==> config.mk <==
export PLATFORM = sky130hd
export DESIGN_NAME = ps2_dev_tx
export DESIGN_NICKNAME = d
export VERILOG_FILES = /design/src/rtl/ps2_pkg.sv /design/src/rtl/ps2_sync2.sv /design/src/rtl/ps2_dev_tx.sv
export SDC_FILE = /design/constraint.sdc
export NUM_CORES = 1
export LEC_CHECK = 0
export CAP_MARGIN = 20
export CORE_MARGIN = 2
export CORE_UTILIZATION = 45
export CTS_BUF_LIST = sky130_fd_sc_hd__clkbuf_2
export CTS_CLUSTER_DIAMETER = 120
export DETAILED_ROUTE_END_ITERATION = 10
export SLEW_MARGIN = 10
export SYNTH_ARGS = -nofsm -noshare
export SYNTH_HDL_FRONTEND = slang
export SYNTH_SLANG_ARGS = --single-unit
export TNS_END_PERCENT = 50
==> constraint.sdc <==
create_clock -name clk -period 2.5 [get_ports clk]
set_input_delay 0.5 -clock clk [delete_from_list [all_inputs] [get_ports clk]]
set_output_delay 0.5 -clock clk [all_outputs]
set_load 0.005 [all_outputs]
==> src/rtl/ps2_pkg.sv <==
// Shared PS/2 definitions: frame layout, line levels and transmitter states.
package ps2_pkg;

    typedef enum logic [1:0] {
        IDLE  = 2'd0,
        HIGH  = 2'd1,
        LOW   = 2'd2,
        GUARD = 2'd3
    } ps2_state_e;

    localparam int         FRAME_BITS   = 11;
    localparam logic       START_BIT    = 1'b0;
    localparam logic       STOP_BIT     = 1'b1;
    localparam logic [3:0] LAST_BIT_IDX = 4'(FRAME_BITS - 1);

    // Odd parity: the bit that makes the count of ones in data+parity odd.
    function automatic logic odd_parity(input logic [7:0] data);
        return ~^data;
    endfunction

endpackage

==> src/rtl/ps2_sync2.sv <==
// Two-flop synchroniser for an asynchronous PS/2 line; resets to the idle-high level.
module ps2_sync2 (
    input  logic clk,
    input  logic reset,
    input  logic i_async,
    output logic o_sync
);

    logic r_meta;
    logic r_sync;

    // Two-stage capture of the pin level into the clk domain.
    always_ff @(posedge clk or negedge reset) begin
        if (!reset) begin
            r_meta <= 1'b1;
            r_sync <= 1'b1;
        end else begin
            // NOTE: non-blocking assignments make both stages sample the old values, so this stays a two-flop chain.
            r_meta <= i_async;
            r_sync <= r_meta;
        end
    end

    assign o_sync = r_sync;

endmodule

==> src/rtl/ps2_dev_tx.sv <==
// Device-side PS/2 transmitter: sends one byte as start, 8 data LSB-first,
// odd parity and stop on ps2clk/ps2data, aborting if the host pulls ps2clk low.
module ps2_dev_tx
    import ps2_pkg::*;
#(
    parameter int CLK_DIV = 5000
) (
    input  logic       clk,
    input  logic       reset,
    input  logic [7:0] tx_data,
    input  logic       tx_start,
    input  logic       force_bad_parity,
    input  logic       ps2clk_in,
    output logic       ps2clk,
    output logic       ps2data,
    output logic       busy,
    output logic       done,
    output logic       aborted
);

    ps2_state_e  r_state;
    ps2_state_e  w_next_state;
    logic [15:0] r_phase;
    logic [3:0]  r_bit_idx;
    logic [9:0]  r_shift;
    logic        r_ps2clk;
    logic        r_ps2data;
    logic        r_busy;
    logic        r_done;
    logic        r_aborted;

    logic        w_clk_sync;
    logic        w_phase_end;
    logic        w_more_bits;
    logic        w_inhibit;
    logic        w_ps2clk_d;
    logic        w_ps2data_d;
    logic        w_busy_d;
    logic        w_done_d;
    logic        w_aborted_d;

    ps2_sync2 u_clk_sync (
        .clk     (clk),
        .reset   (reset),
        .i_async (ps2clk_in),
        .o_sync  (w_clk_sync)
    );

    assign w_phase_end = (r_phase == 16'(CLK_DIV - 1));
    assign w_more_bits = (r_bit_idx < LAST_BIT_IDX);
    // The first few HIGH cycles are masked: the synchroniser still shows our own low clock there.
    assign w_inhibit   = (r_state == HIGH) && (r_phase >= 16'd3) && !w_clk_sync;

    // State register.
    always_ff @(posedge clk or negedge reset) begin
        if (!reset) r_state <= IDLE;
        else        r_state <= w_next_state;
    end

    // Next-state logic: each line phase lasts CLK_DIV cycles.
    always_comb begin
        // NOTE: defaulting every comb output first is what keeps this block from inferring latches.
        w_next_state = r_state;
        case (r_state)
            IDLE:    if (tx_start)    w_next_state = HIGH;
            HIGH:    if (w_inhibit)   w_next_state = IDLE;
                     else if (w_phase_end) w_next_state = LOW;
            LOW:     if (w_phase_end) w_next_state = w_more_bits ? HIGH : GUARD;
            GUARD:   if (w_phase_end) w_next_state = IDLE;
            default: w_next_state = IDLE;
        endcase
    end

    // Output logic: next values of the registered line and status outputs.
    always_comb begin
        w_ps2clk_d  = r_ps2clk;
        w_ps2data_d = r_ps2data;
        w_busy_d    = r_busy;
        w_done_d    = 1'b0;
        w_aborted_d = 1'b0;
        case (r_state)
            IDLE: begin
                if (tx_start) begin
                    w_ps2clk_d  = 1'b1;
                    w_ps2data_d = START_BIT;
                    w_busy_d    = 1'b1;
                end
            end
            HIGH: begin
                if (w_inhibit) begin
                    w_ps2clk_d  = 1'b1;
                    w_ps2data_d = 1'b1;
                    w_busy_d    = 1'b0;
                    w_aborted_d = 1'b1;
                end else if (w_phase_end) begin
                    w_ps2clk_d = 1'b0;
                end
            end
            LOW: begin
                // Data only moves together with the rising clock edge.
                if (w_phase_end) begin
                    w_ps2clk_d  = 1'b1;
                    w_ps2data_d = w_more_bits ? r_shift[0] : 1'b1;
                end
            end
            GUARD: begin
                if (w_phase_end) begin
                    w_busy_d = 1'b0;
                    w_done_d = 1'b1;
                end
            end
            default: begin
                w_ps2clk_d  = 1'b1;
                w_ps2data_d = 1'b1;
                w_busy_d    = 1'b0;
            end
        endcase
    end

    // Registered outputs plus phase counter, bit index and shift register.
    always_ff @(posedge clk or negedge reset) begin
        if (!reset) begin
            r_ps2clk  <= 1'b1;
            r_ps2data <= 1'b1;
            r_busy    <= 1'b0;
            r_done    <= 1'b0;
            r_aborted <= 1'b0;
            r_phase   <= '0;
            r_bit_idx <= '0;
            r_shift   <= '0;
        end else begin
            r_ps2clk  <= w_ps2clk_d;
            r_ps2data <= w_ps2data_d;
            r_busy    <= w_busy_d;
            r_done    <= w_done_d;
            r_aborted <= w_aborted_d;

            if (r_state == IDLE || w_next_state != r_state) r_phase <= '0;
            else                                            r_phase <= r_phase + 16'd1;

            if (r_state == IDLE && tx_start) begin
                r_shift   <= {STOP_BIT, odd_parity(tx_data) ^ force_bad_parity, tx_data};
                r_bit_idx <= '0;
            end else if (r_state == LOW && w_phase_end && w_more_bits) begin
                r_shift   <= {1'b0, r_shift[9:1]};
                r_bit_idx <= r_bit_idx + 4'd1;
            end
        end
    end

    assign ps2clk  = r_ps2clk;
    assign ps2data = r_ps2data;
    assign busy    = r_busy;
    assign done    = r_done;
    assign aborted = r_aborted;

endmodule
==> metrics.txt, run 1 <==
Netlist cell types=46; drt via density=about 5.3; I/O pin cnt=18; share of final-layout standard cells stronger than drive strength 1=16.80%; placed cells=between 300 and 400; dpl ws=roughly 0.087 ns; leading register cell type out of synthesis=dfrtp_1; clock skew after layout=slightly below 0.03 ns; kind of critical path=reg -> reg; wire length of the first global-routing pass=between 8000 and 9000 µm; number of sinks on the clock net=39; cell repeated most along the worst path=or4_4; CTS buffer count=5; setup tns final=0 ns; path type of the worst min-delay path=in -> async; share of synthesized area occupied by flip-flops and latches=between 40% and 50%; net count reported at finish=275; leakage power=approximately 1.0 nW; biggest cell delay along the critical path=between 0.5 and 0.6 ns; power density of the placed cells=approximately 370 nW/µm²; result of the run=finished clean; violation count after the first detailed-routing iteration=51; Total Die Area=5774 µm²; largest cells by area after synthesis=dfrtp_1, mux2i_1, xnor2_1; vias in the first global route=between 1.5k and 2k; total gr overflow=0; post-CTS clock slew at the launch and capture registers of the worst setup and hold paths=roughly 0.23 ns; Cell Count, Final, Fillers Out=between 300 and 400; Synth area leader=dfrtp_1; reg2reg setup slack=0.13 ns; DRC violations left=0; biggest fanout along the worst timing path=16; count of TritonRoute iterations in the first routing pass=4; max_slew headroom=between 40% and 50%; maximum level of the CTS H-tree=2; Worst R2R Start=r_phase[11]; standard-cell row count=26; height of the die=roughly 76 µm; Core Area=a little over 5000 µm²; switching part of the total power=about a quarter; initial standard-cell utilization of the core=a little under half; # Post-CTS Setup Buffers=0; Final setup viols=0; capturing point of the worst reg2reg path=r_phase[6]; CTS tree=done; worst setup margin=approximately 0.13 ns; worst voltage drop across the vdd grid=approximately 0.21 mV; share of power burned in registers=64.3%; FF-to-FF path depth=6; number of enable-type register cells in the synthesized netlist=0; slew at the pin with the worst max-slew slack=approximately 0.87 ns; unrepaired setup endpoints after global routing=false; Startpoint Class=register; slowest stage cell, crit path=or4_4; Filler Cell Count=~480; area share of the leading cell type in the synthesized netlist=37.55%; Detailed Place HPWL=about 3400 µm; number of buffers on the longest clock path=2; insertion delay of the later-clocked pin in the worst-skew pair=around 0.42 ns; post-DR wirelength/cell=~15 µm; final number of max-transition violations=0; netlist area before placement=around 2300 µm²; total vias in the final route=approximately 1.7k; number of warning messages in the yosys log=0; most common cell after layout, fill and taps aside=dfrtp_1; period utilisation layout=about 95%; width of the chip=75.99 µm; number of antenna violations at the first check in global routing=0; Highest Clock Rate=between 0.4 and 0.5 GHz; cell area reported after detailed placement=2594 µm²; Final GP Congestion=approximately 0.80; gr usage total=a little under a fifth; commonest non-fill, non-tap cells in the layout=dfrtp_1, nand2_1, nor2_1; Worst EP arrival=2.68 ns; Post-Syn Nets=~260; net switching power figure=between 0.2 and 0.3 mW; clock period minus worst slack=about 2.4 ns; critical path, cell by cell=or4_4, or4_4, o21ai_2, nor3_2, buf_12, nor4_2; CTS root buf=clkbuf_2; Antenna Diode Count=0; Tot Pwr=0.9884 mW; required time at the endpoint of the critical path=roughly 2.8 ns; Logic pwr share=roughly 6.5%; endpoints failing hold=0; crit end category=register; Post-Syn Area per Cell=approximately 9.9 µm²; post-layout instance area=~2600 µm²; final routed wirelength across all metal layers=4805 µm; Post-Synthesis Cells=about 240; pin count of the biggest net entering global routing=40; post-synthesis register bit count=39; flip-flop and latch area=approximately 980 µm²; PortBufs=17; footprint of the multi-input gates=between 1000 and 1500 µm²; proportion of power drawn by the clock network=29.2%; Pint=about 0.73 mW; share of async-settable or async-resettable flops after synthesis=100.0%; post-route ant nets=0; count of max-cap constraint violations=0; Layout area overhead=13.41%
Yosys cell counts, drive strengths merged (2+ instances only):
master,number
xor2,11
o21bai,2
inv,11
or3,2
a21oi,6
ha,7
clkbuf,8
a22o,2
mux2i,12
or4,4
buf,5
nor3,15
nor2,20
nand4,6
and2,2
nor4,11
dfrtp,35
nand2,20
dfstp,4
o21ai,14
nand3,13
xnor2,13
worst max path at each step:
| stage | slack [ns] | startpoint | depth (start not counted) | to |
|---|---|---|---|---|
| after global routing | 0.001 | r_phase[11] | 6 | r_phase[4] |
| after CTS | 0.05 | r_phase[11] | 6 | r_phase[6] |
| after global placement | 0.17 | r_phase[11] | 6 | r_phase[15] |
| final | 0.13 | r_phase[11] | 6 | r_phase[6] |
| after detailed placement | 0.09 | r_phase[11] | 6 | r_phase[6] |
| after floorplan | 0.32 | r_state[1] | 9 | r_phase[3] |
logic make-up after synthesis:
logic type	after synthesis	share of synthesized area [%]
and+or+nand+nor	98	24.84
DFF	39	42.06
AOI/OAI and AO/OA	32	10.14
xor gates and xnor gates	24	9.013
buffers and inverters	24	5.043
muxes	12	5.150
adders and majority gates	7	3.755
worst max-delay path: cells and delay by family, from the launching register on:
kind,cells,cell delay (ns)
compound gates,1,0.20
buf+inv,1,0.15
flops,1,0.47
simple gates,4,1.44
power groups by stage:
| stage | logic (mW) | clock network (mW) | registers, mW |
|---|---|---|---|
| global route | 0.0709 | 0.326 | 0.637 |
| global placement | 0.0642 | 0 | 0.647 |
| floorplan | 0.0269 | 0 | 0.646 |
| CTS | 0.0655 | 0.303 | 0.636 |
| finish | 0.0638 | 0.289 | 0.636 |
| detailed placement | 0.0651 | 0 | 0.647 |
per-stage QoR:
stage	hold slack (ns)	util, %
CTS	0.1574	52.33
floorplan	0.2044	-
global route	0.1885	52.46
detailed placement	0.3470	51.44
global placement	0.3461	51.44
finish	0.1548	52.46
repair_timing:
item	4_1_cts	5_1_grt
hold buffers	0	0
setup endpoints to repair	0	3
gates resized for setup	0	1
layer usage:
| layer | share of wire (%) | track usage (%) |
|---|---|---|
| met3 | 2.3 | 3.199 |
| met2 | 48 | 29.38 |
| met5 | 0 | 0 |
| met4 | 2.2 | 8.909 |
| met1 | 47 | 23.98 |
layout make-up:
cell class	count	area share, %
clock inverter	3	0.7569
tap	70	3.311
inverter	11	1.561
sequential	39	37.09
multi-input combinational	173	46.88
clock buffer	5	0.9461
timing repair buffer	25	9.461
flip-flops by register name (all words and copies together), names as in the netlist:
| register | count |
|---|---|
| aborted | 1 |
| busy | 1 |
| done | 1 |
| ps2clk | 1 |
| ps2data | 1 |
| r_bit_idx | 4 |
| r_phase | 16 |
| r_shift | 10 |
| r_state | 2 |
| u_clk_sync.o_sync | 1 |
| u_clk_sync.r_meta | 1 |
(Power assumes the default switching activity.)
==> run 2, diff against run 1 <==
- CAP_MARGIN: 20 -> 15
- PLACE_DENSITY: unset -> 0.74
==> run 2 against run 1 <==
Compared with the run above: combinational power down 3.8%; die area is the same; clock skew increased by 0.0047 ns; highest routed layer unchanged; power is 3.2% lower; clock-buffer cell count unchanged; wire length is 6.3% lower; setup slack better by 0.028 ns; largest power group unchanged; clock power fell by 10%; final cell count up 0.61%; sequential cell count unchanged.
==> metrics.txt, run 2 (same netlist as run 1, synthesis figures left out) <==
post-DR wirelength/cell=13.72 µm (was 14.74 µm); footprint of the multi-input gates=1240 µm² (unchanged); violation count after the first detailed-routing iteration=131 (was 51); height of the die=75.99 µm (unchanged); Final GP Congestion=0.8543 (was 0.7974); number of sinks on the clock net=39 (unchanged); unrepaired setup endpoints after global routing=false (unchanged); pin count of the biggest net entering global routing=40 (unchanged); Tot Pwr=0.9568 mW (was 0.9884 mW); post-route ant nets=0 (unchanged); Worst R2R Start=r_phase[11] (unchanged); most common cell after layout, fill and taps aside=dfrtp_1 (unchanged); Layout area overhead=14.43% (was 13.41%); dpl ws=0.1289 ns (was 0.08747 ns); clock period minus worst slack=2.339 ns (was 2.367 ns); largest registers in the final layout=r_phase: 16 flops, r_shift: 10 flops, r_bit_idx: 4 flops (unchanged); commonest non-fill, non-tap cells in the layout=dfrtp_1, nand2_1, nor2_1 (unchanged); period utilisation layout=93.54% (was 94.68%); maximum level of the CTS H-tree=2 (unchanged); CTS buffer count=5 (unchanged); count of TritonRoute iterations in the first routing pass=4 (unchanged); insertion delay of the later-clocked pin in the worst-skew pair=0.40 ns (was 0.42 ns); PortBufs=17 (unchanged); # Post-CTS Setup Buffers=0 (unchanged); crit end category=register (unchanged); Final Core Density=52.93% (was 52.46%); Worst EP arrival=2.66 ns (was 2.68 ns); kind of critical path=reg -> reg (unchanged); max FFs per register=16 (unchanged); CTS root buf=clkbuf_2 (unchanged); flip-flop and latch area=980.9 µm² (unchanged); DRC violations left=0 (unchanged); Antenna Diode Count=0 (unchanged); count of max-cap constraint violations=0 (unchanged); worst setup margin=0.1615 ns (was 0.1331 ns); power density of the placed cells=358.5 nW/µm² (was 373.7 nW/µm²); CTS tree=done (unchanged); Pint=0.7263 mW (was 0.7336 mW); leakage power=1.068 nW (was 1.048 nW); share of final-layout standard cells stronger than drive strength 1=17.05% (was 16.80%); number of gates given a new drive strength after cts=0 (unchanged); Total Die Area=5774 µm² (unchanged); cell area reported after detailed placement=2629 µm² (was 2594 µm²); worst voltage drop across the vdd grid=0.1260 mV (was 0.2089 mV); slew at the pin with the worst max-slew slack=0.8291 ns (was 0.8694 ns); I/O pin cnt=18 (unchanged); number of buffers on the longest clock path=2 (unchanged); capturing point of the worst reg2reg path=r_phase[6] (unchanged); initial standard-cell utilization of the core=46.25% (unchanged); final routed wirelength across all metal layers=4501 µm (was 4805 µm); required time at the endpoint of the critical path=2.82 ns (was 2.81 ns); biggest fanout along the worst timing path=16 (unchanged); Detailed Place HPWL=3313 µm (was 3417 µm); worst hold slack=0.1610 ns (was 0.1548 ns); width of the chip=75.99 µm (unchanged); cts-stage hold buffer count=0 (unchanged); drt via density=5.390 (was 5.328); net switching power figure=0.2305 mW (was 0.2548 mW); vias in the first global route=1683 (was 1821); Filler Cell Count=463 (was 477); post-CTS clock slew at the launch and capture registers of the worst setup and hold paths=0.19 ns (was 0.23 ns); net count reported at finish=278 (was 275); share of power burned in registers=66.4% (was 64.3%); gr usage total=17.21% (was 18.27%); Final setup viols=0 (unchanged); setup tns final=0 ns (unchanged); number of antenna violations at the first check in global routing=0 (unchanged); Startpoint Class=register (unchanged); total vias in the final route=1768 (was 1737); total gr overflow=0 (unchanged); wire length of the first global-routing pass=8059 µm (was 8507 µm); placed cells=321 (was 318); Highest Clock Rate=0.4276 GHz (was 0.4225 GHz); proportion of power drawn by the clock network=27.1% (was 29.2%); final number of max-transition violations=0 (unchanged); endpoints failing hold=0 (unchanged); max_slew headroom=44.73% (was 42.04%); Top reg by flops=r_phase (unchanged); post-layout instance area=2669 µm² (was 2645 µm²); Core Area=5042 µm² (unchanged); clock skew after layout=0.03376 ns (was 0.02907 ns); switching part of the total power=24.09% (was 25.78%); FF-to-FF path depth=6 (unchanged); Cell Count, Final, Fillers Out=328 (was 326); result of the run=finished clean (unchanged); path type of the worst min-delay path=in -> async (unchanged); reg2reg setup slack=0.16 ns (was 0.13 ns); standard-cell row count=26 (unchanged); Logic pwr share=6.4% (was 6.5%)
[run 2: cell count changes in the layout (fill, tap and decap cells not counted)]
cell / before / now
buf_12: 2 / 3
buf_4: 6 / 8
clkinvlp_4: 2 / 0
clkinv_1: 0 / 1
[run 2: how the worst max path moves through the flow]
| stage | from | endpoint | slack, ns | cells after the start |
|---|---|---|---|---|
| floorplan | r_state[1] | r_phase[3] | 0.32 | 9 |
| global placement | r_phase[11] | r_phase[10] | 0.26 | 6 |
| detailed placement | r_phase[11] | r_phase[6] | 0.13 | 6 |
| CTS | r_phase[11] | r_phase[6] | 0.10 | 6 |
| global route | r_phase[11] | r_phase[5] | 0.02 | 6 |
| finish | r_phase[11] | r_phase[6] | 0.16 | 6 |
[run 2: layout make-up]
cell class | count | share of cell area [%]
multi-input combinational | 173 | 46.46
sequential | 39 | 36.76
timing repair buffer | 28 | 10.69
tap | 70 | 3.282
inverter | 11 | 1.547
clock buffer | 5 | 0.9376
clock inverter | 2 | 0.3282
[run 2: worst max-delay path: stages, from the launching register on]
cell	delay, ns
dfrtp_1	0.47
or4_4	0.55
or4_4	0.54
o21ai_2	0.20
nor3_2	0.07
buf_12	0.16
nor4_2	0.26
[run 2: per-layer routing]
metal | vias to the layer above | GRT usage, % | share of wire (%)
met5 | - | 0 | 0
li1 | 871 | - | -
met3 | 6 | 3.318 | 3.4
met4 | 0 | 7.818 | 1.9
met1 | 856 | 23.50 | 46
met2 | 35 | 26.70 | 48
[run 2: power groups by stage]
stage	Clock [mW]	Combinational (mW)	Sequential, mW
floorplan	0	0.0269	0.646
global placement	0	0.0632	0.647
detailed placement	0	0.0633	0.647
CTS	0.271	0.0636	0.636
global route	0.298	0.0677	0.636
finish	0.260	0.0614	0.636
==> run 3, diff against run 2 <==
- CORE_UTILIZATION: 45 -> 60
- PLACE_DENSITY: 0.74 -> 0.92
- SYNTH_HIERARCHICAL: unset -> 1
==> run 3 against run 2 <==
Compared with the run above: synthesized cell count is 12% lower; final cell count is 16% lower; power is 100% higher; clock-buffer cell count stayed put; hold slack worse by 0.0087 ns.
==> metrics.txt, run 3 <==
PortBufs=17 (unchanged); DRC violations left=0 (unchanged); max FFs per register=16 (unchanged); Logic pwr share=36.0% (was 6.4%); number of enable-type register cells in the synthesized netlist=0 (unchanged); kind of critical path=reg -> reg (unchanged); path type of the worst min-delay path=in -> async (unchanged); Post-Syn Nets=227 (was 256); total gr overflow=0 (unchanged); initial standard-cell utilization of the core=61.62% (was 46.25%); Layout area overhead=13.57% (was 14.43%); post-route ant nets=0 (unchanged); post-synthesis register bit count=39 (unchanged); power density of the placed cells=759.5 nW/µm² (was 358.5 nW/µm²); period utilisation layout=92.47% (was 93.54%); share of final-layout standard cells stronger than drive strength 1=17.54% (was 17.05%); post-DR wirelength/cell=15.02 µm (was 13.72 µm); final number of max-transition violations=0 (unchanged); largest cells by area after synthesis=dfrtp_1, nor4_2, mux2i_1 (was dfrtp_1, mux2i_1, xnor2_1); Top reg by flops=r_phase (unchanged); worst hold slack=0.1524 ns (was 0.1610 ns); Cell Count, Final, Fillers Out=276 (was 328); share of power burned in registers=43.4% (was 66.4%); number of antenna violations at the first check in global routing=0 (unchanged); worst voltage drop across the vdd grid=0.4880 mV (was 0.1260 mV); count of TritonRoute iterations in the first routing pass=4 (unchanged); width of the chip=64.86 µm (was 75.99 µm); Post-Syn Area per Cell=10.73 µm² (was 9.882 µm²); netlist area before placement=2222 µm² (was 2332 µm²); leading register cell type out of synthesis=dfrtp_1 (unchanged); Post-Synthesis Cells=207 (was 236); share of async-settable or async-resettable flops after synthesis=100.0% (unchanged); net count reported at finish=247 (was 278); biggest fanout along the worst timing path=16 (unchanged); area share of the leading cell type in the synthesized netlist=39.41% (was 37.55%); Total Die Area=4206 µm² (was 5774 µm²); slew at the pin with the worst max-slew slack=0.8228 ns (was 0.8291 ns); final routed wirelength across all metal layers=4146 µm (was 4501 µm); Final setup viols=0 (unchanged); count of max-cap constraint violations=0 (unchanged); CTS tree=done (unchanged); wire length of the first global-routing pass=7031 µm (was 8059 µm); placed cells=268 (was 321); clock period minus worst slack=2.312 ns (was 2.339 ns); largest registers in the final layout=r_phase: 16 flops, r_shift: 10 flops, r_bit_idx: 4 flops (unchanged); vias in the first global route=1521 (was 1683); CTS root buf=clkbuf_2 (unchanged); Startpoint Class=register (unchanged); Final GP Congestion=0.8534 (was 0.8543); required time at the endpoint of the critical path=2.80 ns (was 2.82 ns); drt via density=5.866 (was 5.390); CTS buffer count=5 (unchanged); number of sinks on the clock net=39 (unchanged); leakage power=1.134 nW (was 1.068 nW); max_slew headroom=45.15% (was 44.73%); violation count after the first detailed-routing iteration=120 (was 131); crit end category=register (unchanged); maximum level of the CTS H-tree=2 (unchanged); Synth area leader=dfrtp_1 (unchanged); Filler Cell Count=268 (was 463); commonest non-fill, non-tap cells in the layout=dfrtp_1, o21ai_0, nand2_1, clkdlybuf4s50_1 (was dfrtp_1, nand2_1, nor2_1); top cells by instance count after synthesis=dfrtp_1, nand2_1, o21ai_0 (was dfrtp_1, nand2_1, nor2_1); switching part of the total power=36.59% (was 24.09%); unrepaired setup endpoints after global routing=false (unchanged); number of buffers on the longest clock path=2 (unchanged); Tot Pwr=1.917 mW (was 0.9568 mW); Detailed Place HPWL=2877 µm (was 3313 µm); share of synthesized area occupied by flip-flops and latches=44.14% (was 42.06%); Antenna Diode Count=0 (unchanged); Pint=1.215 mW (was 0.7263 mW); total vias in the final route=1619 (was 1768); post-CTS clock slew at the launch and capture registers of the worst setup and hold paths=0.22 ns (was 0.19 ns); cts-stage hold buffer count=0 (unchanged); Netlist cell types=43 (was 46); number of warning messages in the yosys log=6 (was 0); standard-cell row count=22 (was 26); height of the die=64.86 µm (was 75.99 µm); Core Area=3606 µm² (was 5042 µm²); clock skew after layout=0.01128 ns (was 0.03376 ns); Worst EP arrival=2.61 ns (was 2.66 ns); result of the run=finished clean (unchanged); most common cell after layout, fill and taps aside=dfrtp_1 (unchanged); most numerous cell in the Yosys netlist=dfrtp_1 (unchanged); gr usage total=22.06% (was 17.21%); Highest Clock Rate=0.4326 GHz (was 0.4276 GHz); insertion delay of the later-clocked pin in the worst-skew pair=0.41 ns (was 0.40 ns); endpoints failing hold=0 (unchanged); setup tns final=0 ns (unchanged); proportion of power drawn by the clock network=20.6% (was 27.1%); I/O pin cnt=18 (unchanged); net switching power figure=0.7012 mW (was 0.2305 mW); pin count of the biggest net entering global routing=40 (unchanged)
run 3: cell count changes after synthesis, moves of 3 or more:
cell      previous run  this run
inv_1               11         5
nor2_1              19        11
and3_1               1         7
clkbuf_1             8         5
nor3_2              11         1
nor4_1              10         5
nor4_2               0        11
and4_1               1         4
o21ai_0              7        16
nand4_1              6         3
o21ai_1              5         0
nand2_1             20        16
nand3_1             13         6
run 3: cell families (layout without fill, tap and decap cells):
| family | after synthesis | count (layout) | synth area share [%] |
|---|---|---|---|
| xor gates and xnor gates | 24 | 24 | 9.459 |
| DFF | 39 | 39 | 44.14 |
| muxes | 13 | 13 | 5.912 |
| buffers and inverters | 16 | 37 | 3.829 |
| adders and majority gates | 7 | 7 | 3.941 |
| AOI/OAI and AO/OA | 33 | 33 | 10.98 |
| and+or+nand+nor | 75 | 75 | 21.73 |
run 3: worst paths after layout:
kind,end,slack [ns],depth (start not counted),startpoint
min in group clk,u_clk_sync/o_sync,0.37,0,u_clk_sync/r_meta
worst min register to register,u_clk_sync/o_sync,0.37,0,u_clk_sync/r_meta
worst min-delay path,r_state[0],0.15,1,reset
worst max-delay path,r_phase[3],0.19,7,r_phase[0]
worst max register to register,r_phase[3],0.19,7,r_phase[0]
max in group asynchronous,r_phase[15],1.84,1,reset
run 3: through the flow:
stage / setup slack, ns / cell area, µm² / util, %
final: 0.1882 / 2524 / 69.99
after global routing: 0.02211 / 2524 / 69.99
after CTS: 0.09839 / 2515 / 69.74
after detailed placement: 0.1365 / 2446 / 67.83
after global placement: 0.2209 / 2446 / 67.83
after floorplan: 0.3745 / 2222 / -
run 3: worst max-delay path, cell delays in order, from the launching register on:
cell and delay [ns]:
dfrtp_1 0.46, ha_1 0.24, nor4bb_1 0.35, and4_2 0.43, nand2_1 0.12, a221oi_2 0.32
buf_12 0.20, nor4_1 0.07
run 3: layer usage:
metal	vias to the layer above	global-route usage [%]	part of all wire, %
met4	0	7.181	1.4
met1	798	28.69	46
li1	790	-	-
met3	6	5.208	2.6
met5	-	0	0
met2	25	36.34	50
run 3: layout make-up:
class	instances	area, µm²	share of cell area [%]
clock buffers	5	25.02	0.9916
multi-input cells	152	1165	46.16
clock inverters	3	43.79	1.735
well taps	48	60.06	2.380
inverters	5	18.77	0.7437
flip-flops and latches	39	980.9	38.87
repair buffers	24	230.2	9.122
run 3: power groups by stage:
| stage | combinational [mW] | sequential [mW] | clock (mW) |
|---|---|---|---|
| floorplan | 0.520 | 0.821 | 0 |
| global placement | 0.656 | 0.834 | 0 |
| detailed placement | 0.682 | 0.843 | 0 |
| CTS | 0.685 | 0.831 | 0.399 |
| global route | 0.753 | 0.846 | 0.427 |
| finish | 0.690 | 0.832 | 0.395 |
run 3: repair_timing:
item / in CTS / in global routing
buffers inserted: 0 / 0
setup endpoints to repair: 0 / 17
gates resized for setup: 0 / 3
==> variant: new RTL, config.mk and constraints of run 1 <==
Make the reset (`reset`) synchronous in 3 clocked blocks. Comments in the files are not updated.
--- a/src/rtl/ps2_sync2.sv
+++ b/src/rtl/ps2_sync2.sv
@@ -10,7 +10,7 @@
     logic r_sync;
 
     // Two-stage capture of the pin level into the clk domain.
-    always_ff @(posedge clk or negedge reset) begin
+    always_ff @(posedge clk) begin
         if (!reset) begin
             r_meta <= 1'b1;
             r_sync <= 1'b1;
--- a/src/rtl/ps2_dev_tx.sv
+++ b/src/rtl/ps2_dev_tx.sv
@@ -52,7 +52,7 @@
     assign w_inhibit   = (r_state == HIGH) && (r_phase >= 16'd3) && !w_clk_sync;
 
     // State register.
-    always_ff @(posedge clk or negedge reset) begin
+    always_ff @(posedge clk) begin
         if (!reset) r_state <= IDLE;
         else        r_state <= w_next_state;
     end
@@ -118,7 +118,7 @@
     end
 
     // Registered outputs plus phase counter, bit index and shift register.
-    always_ff @(posedge clk or negedge reset) begin
+    always_ff @(posedge clk) begin
         if (!reset) begin
             r_ps2clk  <= 1'b1;
             r_ps2data <= 1'b1;
Function: differs if reset is asserted again (counterexample within 4 cycles, from zero or initial values and one cycle with reset low); with reset held inactive, the same outputs for 10 cycles.
==> variant against run 1 <==
Synthesized cell count shrank 1.3%. Sequential share of layout area shrank 4.7 points. Synthesized area shrank 9.5%. Design area shrank 8.8%. Routed wire length shrank 10%. Sequential cell count is the same. Critical path type unchanged. First-iteration DRC count grew 59%. Die area shrank 9.0%. Worst setup slack gained 180 ps. Final cell count shrank 5.8%.
Power is not compared: it rests on default switching activity, and its combinational part moved more than twofold at a synthesized area within 25%.
==> variant: results (changes against run 1) <==
Global route
  – Maximum number of pins on one net before global-route repair: 22 (-45%)
  – Met3 demand-to-capacity share in global routing: 4.44% (+1.2 points)
  – Grt met2 use: 27.0% (-2.4 points)
  – Total global-route track usage: 18.4% (+0.095 points)
  – Number of global-route vias before repair: 1627 (-11%)
  – Met1 track demand over resource: 26.9% (+2.9 points)

Status
  – Outcome: finished, final reports clean

Critical path
  – Setup slack, reg-to-reg: 320 ps (+180 ps)
  – Stage delay of the slowest cell on the critical path: 390 ps (-160 ps)
  – R2R Path Start: r_phase[0]
  – Number of cells traversed by the worst register-to-register path: 8 (+2)
  – Cell with the biggest individual delay on the critical path: dfxtp_1
  – R2r endpoint: r_phase[1]
  – Endpoint of the most critical setup path: r_phase[1]
  – Data arrival time of the critical path: 2490 ps (-190 ps)

Detailed routing
  – Total routed wire length on the met1 layer: 2.29 mm (+0.84%)
  – Sum of met2 wire segment lengths after detailed routing: 1.82 mm (-22%)
  – Routed vias: 1655 (-4.7%)
  – Met3 WL: 138 um (+23%)
  – Count of routing violations after the opening detailed-route iteration: 81 (+59%)
  – DR WL/cell: 14.0 um (-4.9%)

Placement
  – Number of cells after detailed placement: 299 (-6.0%)
  – Cell area reported after detailed placement: 2370 um^2 (-8.8%)
  – Worst slack, placed: 341 ps (+254 ps)

CTS
  – Clk pin slew, worst setup/hold paths: 200 ps (-30 ps)
  – Clock insertion delay at the later pin of the skew report: 400 ps (-20 ps)

Synth
  – Xor/xnor cell area share of the yosys netlist: 9.96% (+0.95 points)
  – Share of synthesized registers carrying an async set or reset: 0% (-100 points)
  – Fraction of the mapped netlist area in adder cells: 5.33% (+1.6 points)
  – Leading post-synthesis cells by instance count: dfxtp_1 (39), nand2_1 (16), nor2_1 (14), o21ai_0 (14)
  – Number of distinct library cells after synthesis: 47 (+2.2%)
  – Sequential element share of the synthesized area: 37.0% (-5.1 points)
  – Post-synthesis compound-gate area fraction: 13.5% (+3.3 points)

Min path
  – Kind of path behind the tightest hold check: register to register

Timing
  – Worst slew margin relative to its limit: 61.7% (+20 points)
  – Top achievable clock speed: 458 MHz (+8.3%)
  – Clock Skews: 11.8 ps (-17.3 ps)

Final layout
  – Net total in the final layout: 276 (+0.36%)
  – Share of cells above drive strength 1: 10.2% (-6.6 points)
## variant: changes by cell type in the layout (fill, tap and decap cells not counted), sizes merged, moves of 5 or more
cell          run 1  this run
nor3             15         7
and4              1         6
nor2             20        14
dfrtp            35         0
a21oi             6        12
dfxtp             0        39
## variant: final cells by class
class	instances	area (um^2)
tap	52	65.1
timing repair buffer	26	250
fill	422	2030
multi-input combinational	175	1240
clock buffer	5	25.0
clock inverter	3	20.0
inverter	7	26.3
sequential	39	781
## variant: worst min-delay path by stage
stage,end,cells after the start,from,slack [ps]
2_1_floorplan,u_clk_sync.o_sync,1,u_clk_sync.r_meta,390
6_report,u_clk_sync.o_sync,1,u_clk_sync.r_meta,430
3_5_place_dp,u_clk_sync.o_sync,1,u_clk_sync.r_meta,400
5_1_grt,u_clk_sync.o_sync,1,u_clk_sync.r_meta,470
4_1_cts,u_clk_sync.o_sync,1,u_clk_sync.r_meta,440
3_3_place_gp,u_clk_sync.o_sync,1,u_clk_sync.r_meta,390
